**config.mk**
```make
export PLATFORM = sky130hd
export DESIGN_NAME = fixed_point_divider
export DESIGN_NICKNAME = d
export VERILOG_FILES = /design/src/rtl/fixed_point_divider_pkg.sv /design/src/rtl/adder.sv /design/src/rtl/fixed_point_divider_div_step.sv /design/src/rtl/sign_converter.sv /design/src/rtl/fixed_point_divider.sv
export SDC_FILE = /design/constraint.sdc
export NUM_CORES = 1
export LEC_CHECK = 0
export ABC_AREA = 1
export CAP_MARGIN = 30
export CORE_MARGIN = 10
export CORE_UTILIZATION = 40
export CTS_BUF_LIST = sky130_fd_sc_hd__clkbuf_16
export CTS_CLUSTER_DIAMETER = 120
export DETAILED_ROUTE_END_ITERATION = 12
export PLACE_DENSITY = 0.55
export SYNTH_ARGS = -nofsm -noshare
export SYNTH_HDL_FRONTEND = slang
export SYNTH_SLANG_ARGS = --single-unit
```
**constraint.sdc**
```tcl
create_clock -name ctl_clk -period 13.4 [get_ports ctl_clk]
set_input_delay 2.68 -clock ctl_clk [delete_from_list [all_inputs] [get_ports ctl_clk]]
set_output_delay 2.68 -clock ctl_clk [all_outputs]
set_load 0.05 [all_outputs]
```
**src/rtl/fixed_point_divider_pkg.sv**
```systemverilog
// Shared types and helpers for the fixed-point divider: FSM state encoding and
// the saturation limit applied to the quotient magnitude.
package fixed_point_divider_pkg;

  typedef enum logic [1:0] {
    ST_IDLE   = 2'd0,
    ST_CALC   = 2'd1,
    ST_FINISH = 2'd2
  } state_e;

  localparam int unsigned SAT_W = 64;

  // Largest representable result magnitude: unsigned all-ones, signed 2^(w-1)-1
  // for positive results and 2^(w-1) for negative ones.
  function automatic logic [SAT_W-1:0] sat_limit(input int unsigned width,
                                                 input logic        is_signed,
                                                 input logic        negative);
    logic [SAT_W-1:0] one;
    one = SAT_W'(1);
    if (!is_signed) return (one << width) - one;
    if (negative)   return one << (width - 1);
    return (one << (width - 1)) - one;
  endfunction

endpackage

```
**src/rtl/adder.sv**
```systemverilog
// Width-parameterised adder with carry in/out; USE_CLA picks a lookahead-style
// (tool-optimised) carry structure or an explicit ripple chain.
module adder #(
  parameter int W       = 32,
  parameter int USE_CLA = 1
) (
  input  logic [W-1:0] a_i,
  input  logic [W-1:0] b_i,
  input  logic         cin_i,
  output logic [W-1:0] sum_o,
  output logic         cout_o
);

  if (USE_CLA != 0) begin : g_cla
    assign {cout_o, sum_o} = {1'b0, a_i} + {1'b0, b_i} + {{W{1'b0}}, cin_i};
  end else begin : g_ripple
    always_comb begin
      logic carry;
      carry = cin_i;
      sum_o = '0;
      for (int i = 0; i < W; i++) begin
        sum_o[i] = a_i[i] ^ b_i[i] ^ carry;
        carry    = (a_i[i] & b_i[i]) | (carry & (a_i[i] ^ b_i[i]));
      end
      cout_o = carry;
    end
  end

endmodule

```
**src/rtl/fixed_point_divider_div_step.sv**
```systemverilog
// One restoring-division step: shift the next dividend bit into the remainder,
// trial-subtract the divisor and keep the difference only if it is non-negative.
module div_step #(
  parameter int W       = 32,
  parameter int USE_CLA = 1
) (
  input  logic [W:0]   rem_i,
  input  logic         bit_i,
  input  logic [W-1:0] dvs_i,
  output logic [W:0]   rem_o,
  output logic         q_o
);

  logic [W:0] shifted;
  logic [W:0] diff;
  logic       no_borrow;

  assign shifted = {rem_i[W-1:0], bit_i};

  adder #(.W(W + 1), .USE_CLA(USE_CLA)) u_sub (
    .a_i   (shifted),
    .b_i   (~{1'b0, dvs_i}),
    .cin_i (1'b1),
    .sum_o (diff),
    .cout_o(no_borrow)
  );

  // A set remainder MSB means the true shifted value already exceeds any divisor.
  assign q_o   = no_borrow | rem_i[W];
  assign rem_o = q_o ? diff : shifted;

endmodule

```
**src/rtl/sign_converter.sv**
```systemverilog
// Conditional two's-complement negation, used both to take magnitudes and to
// re-sign the quotient.
module sign_converter #(
  parameter int W = 32
) (
  input  logic [W-1:0] value_i,
  input  logic         negate_i,
  output logic [W-1:0] result_o
);

  assign result_o = negate_i ? (~value_i + W'(1)) : value_i;

endmodule

```
**src/rtl/fixed_point_divider.sv**
```systemverilog
// Multi-cycle restoring divider computing y = (a << FIXED_POINT) / b in Q-format,
// with saturation and divide-by-zero flags, sharing the multiplier's handshake.
module fixed_point_divider
  import fixed_point_divider_pkg::*;
#(
  parameter int C_WIDTH     = 32,
  parameter int FIXED_POINT = 8,
  parameter int USE_CLA     = 1
) (
  input  logic               ctl_clk,
  input  logic               reset,
  input  logic [C_WIDTH-1:0] a,
  input  logic [C_WIDTH-1:0] b,
  input  logic               signed_cal,
  input  logic               trigger,
  output logic               ready,
  output logic               done,
  output logic [C_WIDTH-1:0] y,
  output logic               div_zero,
  output logic               overflow
);

  localparam int N  = C_WIDTH + FIXED_POINT;
  localparam int CW = $clog2(N);
  localparam logic [CW-1:0] CNT_LOAD = CW'(N - 1);
  localparam int MSB = C_WIDTH - 1;

  state_e             state_q, state_d;
  logic [CW-1:0]      cnt_q, cnt_d;
  logic [N-1:0]       dvd_q, dvd_d;
  logic [C_WIDTH:0]   rem_q, rem_d;
  logic [N-1:0]       quo_q, quo_d;
  logic [C_WIDTH-1:0] dvs_q, dvs_d;
  logic               signed_q, signed_d;
  logic               neg_res_q, neg_res_d;
  logic               neg_a_q, neg_a_d;
  logic               bzero_q, bzero_d;
  logic [C_WIDTH-1:0] y_q, y_d;
  logic               dz_q, dz_d;
  logic               ovf_q, ovf_d;
  logic               done_q, done_d;

  logic [C_WIDTH-1:0] a_mag, b_mag, res_mag, res_signed;
  logic [C_WIDTH:0]   rem_step;
  logic               q_bit, res_neg, over;
  logic [SAT_W-1:0]   sat_sel;

  sign_converter #(.W(C_WIDTH)) u_mag_a (
    .value_i(a), .negate_i(a[MSB] & signed_cal), .result_o(a_mag)
  );
  sign_converter #(.W(C_WIDTH)) u_mag_b (
    .value_i(b), .negate_i(b[MSB] & signed_cal), .result_o(b_mag)
  );

  div_step #(.W(C_WIDTH), .USE_CLA(USE_CLA)) u_step (
    .rem_i(rem_q), .bit_i(dvd_q[N-1]), .dvs_i(dvs_q), .rem_o(rem_step), .q_o(q_bit)
  );

  // Divide-by-zero saturates on the dividend's sign, otherwise on the quotient's.
  assign res_neg = bzero_q ? neg_a_q : neg_res_q;
  assign sat_sel = sat_limit(C_WIDTH, signed_q, res_neg);
  assign over    = SAT_W'(quo_q) > sat_sel;
  assign res_mag = (bzero_q | over) ? sat_sel[C_WIDTH-1:0] : quo_q[C_WIDTH-1:0];

  sign_converter #(.W(C_WIDTH)) u_resign (
    .value_i(res_mag), .negate_i(res_neg), .result_o(res_signed)
  );

  always_comb begin
    // NOTE: every next-state value defaults to its register so no path infers a latch.
    state_d   = state_q;
    cnt_d     = cnt_q;
    dvd_d     = dvd_q;
    rem_d     = rem_q;
    quo_d     = quo_q;
    dvs_d     = dvs_q;
    signed_d  = signed_q;
    neg_res_d = neg_res_q;
    neg_a_d   = neg_a_q;
    bzero_d   = bzero_q;
    y_d       = y_q;
    dz_d      = dz_q;
    ovf_d     = ovf_q;
    done_d    = 1'b0;
    unique case (state_q)
      ST_IDLE: begin
        if (trigger) begin
          dvd_d     = {a_mag, {FIXED_POINT{1'b0}}};
          dvs_d     = b_mag;
          signed_d  = signed_cal;
          neg_res_d = (a[MSB] ^ b[MSB]) & signed_cal;
          neg_a_d   = a[MSB] & signed_cal;
          bzero_d   = (b == '0);
          rem_d     = '0;
          quo_d     = '0;
          cnt_d     = CNT_LOAD;
          state_d   = (b == '0) ? ST_FINISH : ST_CALC;
        end
      end
      ST_CALC: begin
        dvd_d = {dvd_q[N-2:0], 1'b0};
        rem_d = rem_step;
        quo_d = {quo_q[N-2:0], q_bit};
        if (cnt_q == '0) state_d = ST_FINISH;
        else             cnt_d   = cnt_q - CW'(1);
      end
      ST_FINISH: begin
        y_d     = res_signed;
        dz_d    = bzero_q;
        ovf_d   = ~bzero_q & over;
        done_d  = 1'b1;
        state_d = ST_IDLE;
      end
      default: state_d = ST_IDLE;
    endcase
  end

  always_ff @(posedge ctl_clk or posedge reset) begin
    // NOTE: registers update with <= so every flop samples pre-edge values.
    if (reset) begin
      state_q   <= ST_IDLE;
      cnt_q     <= '0;
      dvd_q     <= '0;
      rem_q     <= '0;
      quo_q     <= '0;
      dvs_q     <= '0;
      signed_q  <= 1'b0;
      neg_res_q <= 1'b0;
      neg_a_q   <= 1'b0;
      bzero_q   <= 1'b0;
      y_q       <= '0;
      dz_q      <= 1'b0;
      ovf_q     <= 1'b0;
      done_q    <= 1'b0;
    end else begin
      state_q   <= state_d;
      cnt_q     <= cnt_d;
      dvd_q     <= dvd_d;
      rem_q     <= rem_d;
      quo_q     <= quo_d;
      dvs_q     <= dvs_d;
      signed_q  <= signed_d;
      neg_res_q <= neg_res_d;
      neg_a_q   <= neg_a_d;
      bzero_q   <= bzero_d;
      y_q       <= y_d;
      dz_q      <= dz_d;
      ovf_q     <= ovf_d;
      done_q    <= done_d;
    end
  end

  assign ready    = (state_q == ST_IDLE);
  assign done     = done_q;
  assign y        = y_q;
  assign div_zero = dz_q;
  assign overflow = ovf_q;

endmodule
```
==> results of run 1 <==
per-stage QoR:
| stage | instances | setup WS, ps | cell area [um2] |
|---|---|---|---|
| global route | 2172 | 7280 | 14200 |
| finish | 2172 | 7890 | 14200 |
| CTS | 2171 | 7920 | 14100 |
| global placement | 2139 | 7490 | 13600 |
| detailed placement | 2139 | 7440 | 13600 |
| floorplan | 1701 | 5720 | 12300 |
kinds of logic (layout without fill, tap and decap cells):
family / count (synthesis) / in the layout / synth area share
and+or+nand+nor: 761 / 761 / 0.269
AOI/OAI and AO/OA: 375 / 375 / 0.172
buffers and inverters: 263 / 338 / 0.0854
DFF: 184 / 184 / 0.375
xor gates and xnor gates: 72 / 72 / 0.0514
adders and majority gates: 46 / 46 / 0.0475
layout by cell type, fill, tap and decap left out, types with 3 or more instances in the layout:
master,instances
nor2_1,117
xnor2_1,22
nor2_2,9
a21boi_0,4
clkbuf_16,17
a31oi_1,14
nand3_2,4
nand2_2,5
o31ai_1,6
nand3_1,122
o211ai_1,21
o21bai_1,4
and2_1,3
nor3_1,26
buf_4,10
nor3_2,3
a21o_1,3
ha_1,45
nand4_1,25
o21ai_2,3
a21oi_1,95
inv_8,3
dfrtp_1,184
o221ai_1,7
o22ai_1,42
nor4_1,5
o21ai_0,158
nand2_1,418
o21ai_1,9
nand2_4,6
clkinv_1,3
clkdlybuf4s50_1,103
inv_1,183
inv_2,8
or2_2,9
xor2_1,50
cell type report:
cell class              instances  area [um2]
inverters                     192         728
multi-input cells            1254        6630
clock inverters                15         154
fillers                      3108       16300
flip-flops and latches        184        4600
repair buffers                114        1130
clock buffers                  17         425
well taps                     396         495
how the worst max path moves through the flow:
stage	from	endpoint	slack, ps	cells past startpoint
6_report	b[0]	state_q[1]$_DFFE_PP0P_	7890	19
5_1_grt	bzero_q$_DFFE_PP0P_	y[30]$_DFFE_PP0P_	7280	30
4_1_cts	b[0]	state_q[1]$_DFFE_PP0P_	7920	19
3_5_place_dp	b[0]	state_q[1]$_DFFE_PP0P_	7440	19
3_3_place_gp	b[0]	state_q[1]$_DFFE_PP0P_	7490	19
2_1_floorplan	reset	bzero_q$_DFFE_PP0P_	5720	1
registers in the layout, indices dropped and copies added (netlist names):
register / count
signed_q: 1
rem_q: 33
cnt_q: 6
overflow: 1
div_zero: 1
state_q: 2
neg_a_q: 1
y: 32
dvd_q: 32
dvs_q: 32
quo_q: 40
bzero_q: 1
done: 1
neg_res_q: 1
worst max-delay path, cell delays in order:
cell and delay, ps:
clkdlybuf4s50_1 410, inv_1 80, ha_1 170, nand2_1 60, nor2_1 130, nand2_1 100
nor3_2 240, nand4_1 220, or2_1 270, inv_1 70, nand3_1 80, nor3_1 190
nand2_1 100, nor3_1 230, nand2_1 140, or4_1 440, nand2_1 90, nand2_1 60
nor2_1 100
layer usage:
metal / up-vias / share of wire / GRT usage
met4: 0 / 0.0075 / 0.0348
met3: 15 / 0.045 / 0.0317
met2: 217 / 0.43 / 0.269
li1: 5786 / - / -
met1: 5176 / 0.51 / 0.242
met5: - / 0 / 0
==> summary.md, run 1 <==
| Metric | Value |
|---|---|
| Status | `finished clean` |
| Post-CTS sizing | `0` |
| Sequential-to-total area share from yosys stat | `0.375` |
| Library cells used by synthesis | `51` |
| Synth Net Count | `1815` |
| Vias in the first global route | `10900` |
| Clock root buffer | `clkbuf_16` |
| Worst-margin pin slew | `769 ps` |
| Setup bufs post-CTS | `0` |
| Final core utilization | `0.466` |
| Cell Area, Synth | `0.0123 mm2` |
| Data arrival, critical path | `5880 ps` |
| Routed Antenna Nets | `0` |
| Routability Congestion | `0.915` |
| Layout Area Growth over Synthesis | `15.5%` |
| Yosys top cell by area | `dfrtp_1` |
| Yosys top cell area share | `0.375` |
| Global route total overflow | `0` |
| Top FF cell, synth | `dfrtp_1` |
| Router iterations before antenna repair | `6` |
| Maxcap violations | `0` |
| Achievable frequency | `182 MHz` |
| Top cells by count, synth | `nand2_1, dfrtp_1, inv_1` |
| Drt wl/cell | `14.9 um` |
| Largest net degree at the start of global routing | `129` |
| Vias post-DR | `11200` |
| Worst endpoint required time | `13770 ps` |
| # setup viols final | `0` |
| Yosys reg bits | `184` |
| Post-Synthesis Cells | `1701` |
| Critical path type | `in2reg` |
| Num CTS Buffers | `17` |
| # hold bufs at CTS | `0` |
| Hold endpoint | `y[29]$_DFFE_PP0P_` |
| Clock transition at path regs | `70 ps` |
| Cells on worst reg2reg path | `29` |
| GRT Total Usage | `0.172` |
| # nets final | `1877` |
| Syn Area/Cell | `7.22 um2` |
| Reg2Reg Setup Slack | `8050 ps` |
| Largest cells by area after synthesis | `dfrtp_1, nand2_1, o21ai_0` |
| Ys Warns | `0` |
| I/O Buffers | `103` |
| Tcrit/Tclk final | `0.411` |
| Clk_lat worst skew | `440 ps` |
| Detailed Route WL | `32300 um` |
| Number of enable flip-flop cells after synthesis | `0` |
| DR iter-0 viols | `891` |
| Hold Path Depth | `2` |
| Reg-to-reg startpoint | `bzero_q$_DFFE_PP0P_` |
| Slew headroom | `0.487` |
| Core area | `0.0304 mm2` |
| Number of top-level pins | `104` |
| Die height | `195 um` |
| Share of cells above drive strength 1 | `0.0507` |
| First-pass GRT wire length | `55300 um` |
| CP startpoint kind | `input pin` |
| Die area | `0.0381 mm2` |
| Final HPWL from detailed placement | `23300 um` |
| FP Rows | `64` |
| H-tree Lvls | `4` |
| Hold Crit Class | `reg2reg` |
| Vias/cell | `5.15` |
| Top-count cell post-synth | `nand2_1` |
| ANT cells | `0` |
| Initial Util | `0.403` |
| Layout Skew | `12.3 ps` |
| CP max FO | `4` |
| Reg2reg end | `y[22]$_DFFE_PP0P_` |
| RSZ-0062 raised after global routing | `false` |
| DR DRC count | `0` |
| Post-Route Setup TNS | `0 ps` |
| Setup crit end kind | `flop` |
| HP Start | `y[29]$_DFFE_PP0P_` |
| Die width | `195 um` |
| Clock period minus worst slack | `5510 ps` |
| Hold_ws | `477 ps` |
| Clock buffer depth | `2` |
| Max Slew Vio Count | `0` |
| Initial antenna violation count | `0` |
| Clock Sinks | `184` |
| Fin. Hold Viols | `0` |
| TritonCTS clock tree | `built` |
| Ys async rst share | `1.00` |
Power of run 1 is left out: the tool's default activity adds up to more than one toggle a clock period on the data nets, which glitch-free logic cannot reach.
==> inputs of run 2 (changes only) <==
- clock period: 13.4 -> 5.6 ns (I/O delays scaled with it)
==> summary.md, run 2 (synthesized netlist as in run 1, its figures left out) <==
| Metric | Value |
|---|---|
| Data arrival, critical path | `5240 ps` |
| FP Rows | `64` |
| Vias post-DR | `11300` |
| # setup viols final | `0` |
| Setup bufs post-CTS | `0` |
| Router iterations before antenna repair | `6` |
| Core area | `0.0304 mm2` |
| Num CTS Buffers | `17` |
| Tcrit/Tclk final | `0.879` |
| FILL cells | `3219` |
| Cells on worst reg2reg path | `28` |
| HP Start | `y[11]$_DFFE_PP0P_` |
| Fin. Hold Viols | `0` |
| Reg2reg end | `y[14]$_DFFE_PP0P_` |
| Largest net degree at the start of global routing | `162` |
| Seq. cell area | `0.00460 mm2` |
| ANT cells | `0` |
| Initial Util | `0.403` |
| First-pass GRT wire length | `56100 um` |
| Biggest register | `quo_q` |
| Hold endpoint | `y[11]$_DFFE_PP0P_` |
| TritonCTS clock tree | `built` |
| Regs by FF count | `quo_q x40, rem_q x33` |
| Largest stage delay, worst path | `410 ps` |
| Maxcap violations | `0` |
| Layout Skew | `15.0 ps` |
| Commonest non-fill, non-tap cell in the layout | `nand2_1` |
| # nets final | `1879` |
| RSZ-0062 raised after global routing | `false` |
| Final HPWL from detailed placement | `24300 um` |
| CP max FO | `40` |
| Global route total overflow | `0` |
| Reg2Reg Setup Slack | `670 ps` |
| Setup crit end kind | `flop` |
| Die area | `0.0381 mm2` |
| Initial antenna violation count | `0` |
| Slowest-stage cell, CP | `dfrtp_1` |
| Share of cells above drive strength 1 | `0.0529` |
| Max Slew Vio Count | `0` |
| # hold bufs at CTS | `0` |
| Clk_lat worst skew | `450 ps` |
| Layout Area Growth over Synthesis | `15.5%` |
| Routability Congestion | `0.882` |
| Clock period minus worst slack | `4930 ps` |
| Number of top-level pins | `104` |
| Achievable frequency | `203 MHz` |
| DR iter-0 viols | `874` |
| Max reg flops | `40` |
| Hold Path Depth | `2` |
| Most used cell, CP | `nand2_1` |
| Clock transition at path regs | `70 ps` |
| Slew headroom | `0.371` |
| Most frequent cells in the layout | `nand2_1, dfrtp_1, inv_1` |
| Clock Sinks | `184` |
| Vias in the first global route | `10900` |
| Multi-input logic area | `0.00663 mm2` |
| Clock buffer depth | `2` |
| H-tree Lvls | `4` |
| Routed Antenna Nets | `0` |
| Clock root buffer | `clkbuf_16` |
| Hold Crit Class | `reg2reg` |
| Vias/cell | `5.18` |
| Status | `finished clean` |
| GRT Total Usage | `0.175` |
| Reg-to-reg startpoint | `bzero_q$_DFFE_PP0P_` |
| Critical path type | `reg2reg` |
| Post-CTS sizing | `0` |
| Drt wl/cell | `15.3 um` |
| Die width | `195 um` |
| DR DRC count | `0` |
| Detailed Route WL | `33300 um` |
| Worst-margin pin slew | `944 ps` |
| I/O Buffers | `103` |
| Die height | `195 um` |
| Worst endpoint required time | `5910 ps` |
| Post-Route Setup TNS | `0 ps` |
| CP startpoint kind | `flop` |
## run 2: cell count changes in the layout (fill, tap and decap cells not counted)
cell / change
clkinvlp_4: +1
buf_4: +1
buf_12: +2
inv_1: -2
clkinv_4: +3
inv_8: +3
clkinv_2: -2
clkinv_1: -1
buf_16: -1
bufinv_16: -2
inv_6: -1
## run 2: through the flow
step,std cells,area (um2),util,hold slack [ps],setup slack [ps]
floorplan,1701,12300,-,444,2090
global placement,2141,13600,0.447,464,874
detailed placement,2142,13600,0.447,464,707
CTS,2173,14200,0.466,486,698
global route,2173,14200,0.466,502,64.6
finish,2173,14200,0.466,479,675
## run 2: final cells by class
class / count / share of cell area
clock buffers: 17 / 0.0300
clock inverters: 14 / 0.00953
inverters: 192 / 0.0511
multi-input cells: 1254 / 0.468
flip-flops and latches: 184 / 0.325
well taps: 396 / 0.0350
repair buffers: 116 / 0.0814
## run 2: how the worst max path moves through the flow
stage | start | end | slack, ps | cells after the start
detailed placement | bzero_q$_DFFE_PP0P_ | y[27]$_DFFE_PP0P_ | 710 | 29
floorplan | bzero_q$_DFFE_PP0P_ | y[30]$_DFFE_PP0P_ | 2090 | 28
global route | bzero_q$_DFFE_PP0P_ | y[27]$_DFFE_PP0P_ | 60 | 29
finish | bzero_q$_DFFE_PP0P_ | y[14]$_DFFE_PP0P_ | 670 | 28
CTS | bzero_q$_DFFE_PP0P_ | y[14]$_DFFE_PP0P_ | 700 | 28
global placement | bzero_q$_DFFE_PP0P_ | y[31]$_DFFE_PP0P_ | 870 | 29
## run 2: routing by layer
metal | wire, um | track usage
met5 | 0 | 0
met4 | 286 | 0.0399
met3 | 1520 | 0.0324
met2 | 13900 | 0.261
met1 | 17500 | 0.255
## run 2: critical path, delay by kind of cell (launching register included)
| kind | cells | cell delay, ps |
|---|---|---|
| and+or+nand+nor | 19 | 2530 |
| AOI/OAI and AO/OA | 2 | 320 |
| xor gates and xnor gates | 1 | 180 |
| adders and majority gates | 2 | 460 |
| buffers and inverters | 4 | 860 |
| DFF | 1 | 410 |
Power of run 2 is left out for the same reason.
